===== src/rtl/ram_burst_ctrl_pkg.sv =====
// ram_burst_ctrl_pkg: default widths, RAM depth and FSM encoding for ram_burst_ctrl
package ram_burst_ctrl_pkg;
    localparam int DEF_ADDR_W = 10;
    localparam int DEF_DATA_W = 8;
    localparam int DEF_LEN_W = 4;
    localparam int MEM_DEPTH = 2**DEF_ADDR_W;
    typedef enum logic [1:0] {IDLE, WR, RD, FLUSH} state_e;
endpackage


===== src/rtl/ram_burst_ctrl.sv =====
// ram_burst_ctrl: single/burst request front-end for a combinational-read RAM
// Define RAM_BURST_CTRL_BOUNDARY_ERR_EN to reject bursts crossing the top address (adds err).
module ram_burst_ctrl
    import ram_burst_ctrl_pkg::*;
#(
    parameter int ADDR_W = DEF_ADDR_W,
    parameter int DATA_W = DEF_DATA_W,
    parameter int LEN_W = DEF_LEN_W
) (
    input  logic              clk,
    input  logic              rst,
    input  logic              req_valid,
    output logic              req_ready,
    input  logic              req_wr,
    input  logic [ADDR_W-1:0] req_addr,
    input  logic [LEN_W-1:0]  req_len,
    input  logic              wdata_valid,
    output logic              wdata_ready,
    input  logic [DATA_W-1:0] wdata,
    output logic              rdata_valid,
    output logic [DATA_W-1:0] rdata,
    output logic              done,
    output logic [ADDR_W-1:0] ram_addr,
    output logic [DATA_W-1:0] ram_data_in,
    output logic              ram_wr,
    output logic              ram_cs,
`ifdef RAM_BURST_CTRL_BOUNDARY_ERR_EN
    output logic              err,
`endif
    input  logic [DATA_W-1:0] ram_data_out
);
    localparam logic [1:0] S_IDLE = IDLE, S_WR = WR, S_RD = RD, S_FLUSH = FLUSH;
    logic [1:0] state;
    logic [ADDR_W-1:0] cur_addr;
    logic [LEN_W-1:0] cnt;
    logic rd_iss, rd_last, last;
    assign req_ready = state == S_IDLE;
    assign wdata_ready = state == S_WR;
    assign last = cnt == '0;
`ifdef RAM_BURST_CTRL_BOUNDARY_ERR_EN
    logic [ADDR_W:0] end_addr;
    logic oob;
    assign end_addr = {1'b0, req_addr} + (ADDR_W+1)'(req_len);
    assign oob = end_addr[ADDR_W];
`endif
    // rd_iss -> rdata_valid is the read pipeline; done for reads rides on rd_last
    always_ff @(posedge clk or posedge rst) begin
        if (rst) begin
            state <= S_IDLE;
            cur_addr <= '0;
            cnt <= '0;
            ram_addr <= '0;
            ram_data_in <= '0;
            ram_wr <= 1'b0;
            ram_cs <= 1'b0;
            rdata <= '0;
            rdata_valid <= 1'b0;
            done <= 1'b0;
            rd_iss <= 1'b0;
            rd_last <= 1'b0;
`ifdef RAM_BURST_CTRL_BOUNDARY_ERR_EN
            err <= 1'b0;
`endif
        end else begin
            ram_wr <= 1'b0;
            ram_cs <= 1'b0;
            rd_iss <= 1'b0;
            rd_last <= 1'b0;
            rdata_valid <= rd_iss;
            done <= rd_last;
            if (rd_iss) rdata <= ram_data_out;
`ifdef RAM_BURST_CTRL_BOUNDARY_ERR_EN
            err <= 1'b0;
`endif
            case (state)
                S_IDLE: if (req_valid) begin
                    cur_addr <= req_addr;
                    cnt <= req_len;
                    state <= req_wr ? S_WR : S_RD;
`ifdef RAM_BURST_CTRL_BOUNDARY_ERR_EN
                    if (oob) begin
                        state <= S_FLUSH;
                        done <= 1'b1;
                        err <= 1'b1;
                    end
`endif
                end
                S_WR: if (wdata_valid) begin
                    ram_addr <= cur_addr;
                    ram_data_in <= wdata;
                    ram_wr <= 1'b1;
                    ram_cs <= 1'b1;
                    cur_addr <= cur_addr + ADDR_W'(1);
                    cnt <= cnt - LEN_W'(1);
                    if (last) begin
                        state <= S_FLUSH;
                        done <= 1'b1;
                    end
                end
                S_RD: begin
                    ram_addr <= cur_addr;
                    ram_cs <= 1'b1;
                    rd_iss <= 1'b1;
                    cur_addr <= cur_addr + ADDR_W'(1);
                    cnt <= cnt - LEN_W'(1);
                    if (last) begin
                        rd_last <= 1'b1;
                        state <= S_FLUSH;
                    end
                end
                default: if (done) state <= S_IDLE;
            endcase
        end
    end
endmodule


===== config.mk =====
export PLATFORM = sky130hd
export DESIGN_NAME = ram_burst_ctrl
export DESIGN_NICKNAME = d
export VERILOG_FILES = /design/src/rtl/ram_burst_ctrl_pkg.sv /design/src/rtl/ram_burst_ctrl.sv
export SDC_FILE = /design/constraint.sdc
export NUM_CORES = 1
export LEC_CHECK = 0
export BUFFER_PORTS_ARGS = -buffer_cell sky130_fd_sc_hd__clkbuf_2
export CORE_UTILIZATION = 57
export CTS_BUF_LIST = sky130_fd_sc_hd__clkbuf_2 sky130_fd_sc_hd__clkbuf_4 sky130_fd_sc_hd__clkbuf_8
export CTS_CLUSTER_DIAMETER = 100
export DETAILED_ROUTE_END_ITERATION = 8
export HOLD_SLACK_MARGIN = 0.06
export PLACE_DENSITY = 0.92
export RECOVER_POWER = 100
export SYNTH_ARGS = -nofsm -noshare
export SYNTH_HDL_FRONTEND = slang
export SYNTH_SLANG_ARGS = --single-unit

===== constraint.sdc =====
create_clock -name clk -period 4.3 [get_ports clk]
set_input_delay 0.645 -clock clk [delete_from_list [all_inputs] [get_ports clk]]
set_output_delay 0.645 -clock clk [all_outputs]
set_load 0.02 [all_outputs]

==> metrics.txt <==
status finished with violations; failing checks capacitance limit, slew limit; largest net degree at the start of global routing 49; RSZ-0062 raised after global routing false; most frequent cells in the layout 48 x dfrtp_1, 34 x clkbuf_2, 32 x clkbuf_1; hold path endpoint done; vias per std cell 5.53; Routed WL per cell 14.2 um; relative slew slack -15.0%; Ys Warns 0; area of placed instances 2570 um2; Final min period 2830 ps; f_max 354 MHz; Crit Reg-Reg Endpoint cnt[0]; main flop type after synthesis dfrtp_1; hold buffer count at CTS 0; number of max-cap violations 2; clk sink count 48; power per standard cell area 311 nW/um2; Die Span X 64.4 um; # setup viols final 0; cts repair resizes 0; crit path DAT 3050 ps; Post-DP HPWL 3.08 mm; Critical path origin state[0]; reg2reg start state[0]; CP max FO 17; Nets 300; CTS tree yes; Final Cycle Share 65.7%; Non-Filler Instances 307; Fin Clk Skew 4.45 ps; CP top delay family simple AND/OR/NAND/NOR gates; Buf/Inv on CP 1; Die ar. 4140 um2; DRT Pass-1 Iters 4; vias in the first global route 1607; pre-CTS setup slack 2120 ps; Syn Std Cell Area 2220 um2; first-pass GRT wire length 7.25 mm; H-tree depth 2; Crit. End Element flip-flop; R2R cell count 6; setup bufs post-CTS 0; hold crit path type flip-flop to flip-flop; syn nets 235; Leakage 1.28 nW; die height 64.4 um; n_diodes 0; Max Slew Vio Count 67; IO Pins 67; Initial DRC Count 105; Mapped Avg Cell Area 11.5 um2; CTS max path bufs 2; Setup TNS 0 ps; antenna-violating nets left 0; Vias 1697; PortBufs 66; Synth async-reset ratio 100%; Worst Hold Path Cells 1; Initial Util 60.1%; crit-path max cell delay 1330 ps; CP most frequent cell o21ai_0; final instance area 2630 um2; placed insts 299; clk_lat worst skew 300 ps; number of flops mapped to enable cells by yosys 0; DRC viols 0; share of cells above drive strength 1 27.4%; slowest stage cell, crit path nor3_1; GRT Overall Usage 23.2%; crit path launch type flip-flop; antenna violations before repair 0; worst slew pin tran 1710 ps; FP Rows 22; commonest non-fill, non-tap cell in the layout dfrtp_1; post-synthesis sequential element count 48; Yosys cell types 36; hold wc startpoint rd_last; Worst Path Required 4520 ps; r2r setup slk 1470 ps; critical path class flip-flop to flip-flop; worst-path cell chain inv_1, ha_1, nor2b_1, nor3_1, o21ai_0, o21ai_0; CTS buffer count 5; Placer Congestion 0.798; Post-Route WL 4.36 mm; slack of the critical path 1470 ps; Cells after Synth 193; GRT overflow 0; clock transition at the registers of the reported paths 80 ps; Max VDD drop 0.135 mV; area grow syn2layout 18.6%; Placeable Area 3690 um2; Fin. Hold Viols 0; Clock Tree Root clkbuf_8; sequential share of the synthesized area 54.2%
[state kept, by name, summed over array words and instances (netlist names), 2 cells and up]
name         count
rdata            8
state            2
cur_addr        10
cnt              4
ram_data_in      8
ram_addr        10
[final cells by class]
class / count / area, um2
inverter: 9 / 33.8
tap: 48 / 60.1
sequential: 48 / 1200
fill: 292 / 1060
clock buffer: 6 / 76.3
clock inverter: 2 / 35.0
timing repair buffer: 66 / 290
multi-input combinational: 128 / 933
[report_power, final]
part / switching (mW) / internal [mW]
registers: 0.00355 / 0.454
logic: 0.0186 / 0.0167
clock network: 0.145 / 0.179
[logic make-up after synthesis]
logic type      Yosys count  synth area share (%)
buf+inv                  17                  2.99
mux                      28                  14.1
simple gates             53                  13.9
compound gates           40                  10.9
fa+ha+maj                 7                  3.95
flops                    48                  54.2
[how the worst max path moves through the flow]
stage / endpoint / slack [ps] / depth (start not counted)
floorplan: cur_addr[9] / 2360 / 6
global placement: ram_addr[0] / 2160 / 4
detailed placement: ram_addr[0] / 2120 / 4
CTS: cur_addr[9] / 2110 / 4
global route: cur_addr[0] / 1220 / 6
finish: cnt[0] / 1470 / 6
[layer usage]
| metal | vias to the layer above | global-route usage [%] | share of wire (%) |
|---|---|---|---|
| met2 | 44 | 39.5 | 52 |
| met4 | 0 | 7.50 | 1.4 |
| met1 | 832 | 29.4 | 43 |
| met5 | - | 0 | 0 |
| li1 | 812 | - | - |
| met3 | 9 | 5.00 | 3.9 |
[per-stage QoR]
step                total power [mW]  util, %  hold WS, ps
global placement               0.501     69.8          430
CTS                            0.823     72.8          461
detailed placement             0.503     69.8          429
floorplan                      0.482        -          352
global route                   0.845     71.3          480
finish                         0.817     71.3          459
[cells in the mapped netlist (3+ instances only)]
master,number,area share [%]
o22ai_1,4,1.1
nand2_1,16,2.7
ha_1,7,4.0
clkbuf_1,5,0.85
nor3_1,3,0.68
dfrtp_1,48,54
nand3_1,5,1.1
nor2_1,4,0.68
inv_1,9,1.5
a2bb2oi_1,4,1.6
o21ai_0,15,3.4
nand4_1,4,1.1
a21oi_1,10,2.3
mux2_2,26,13
(Power assumes the default switching activity.)
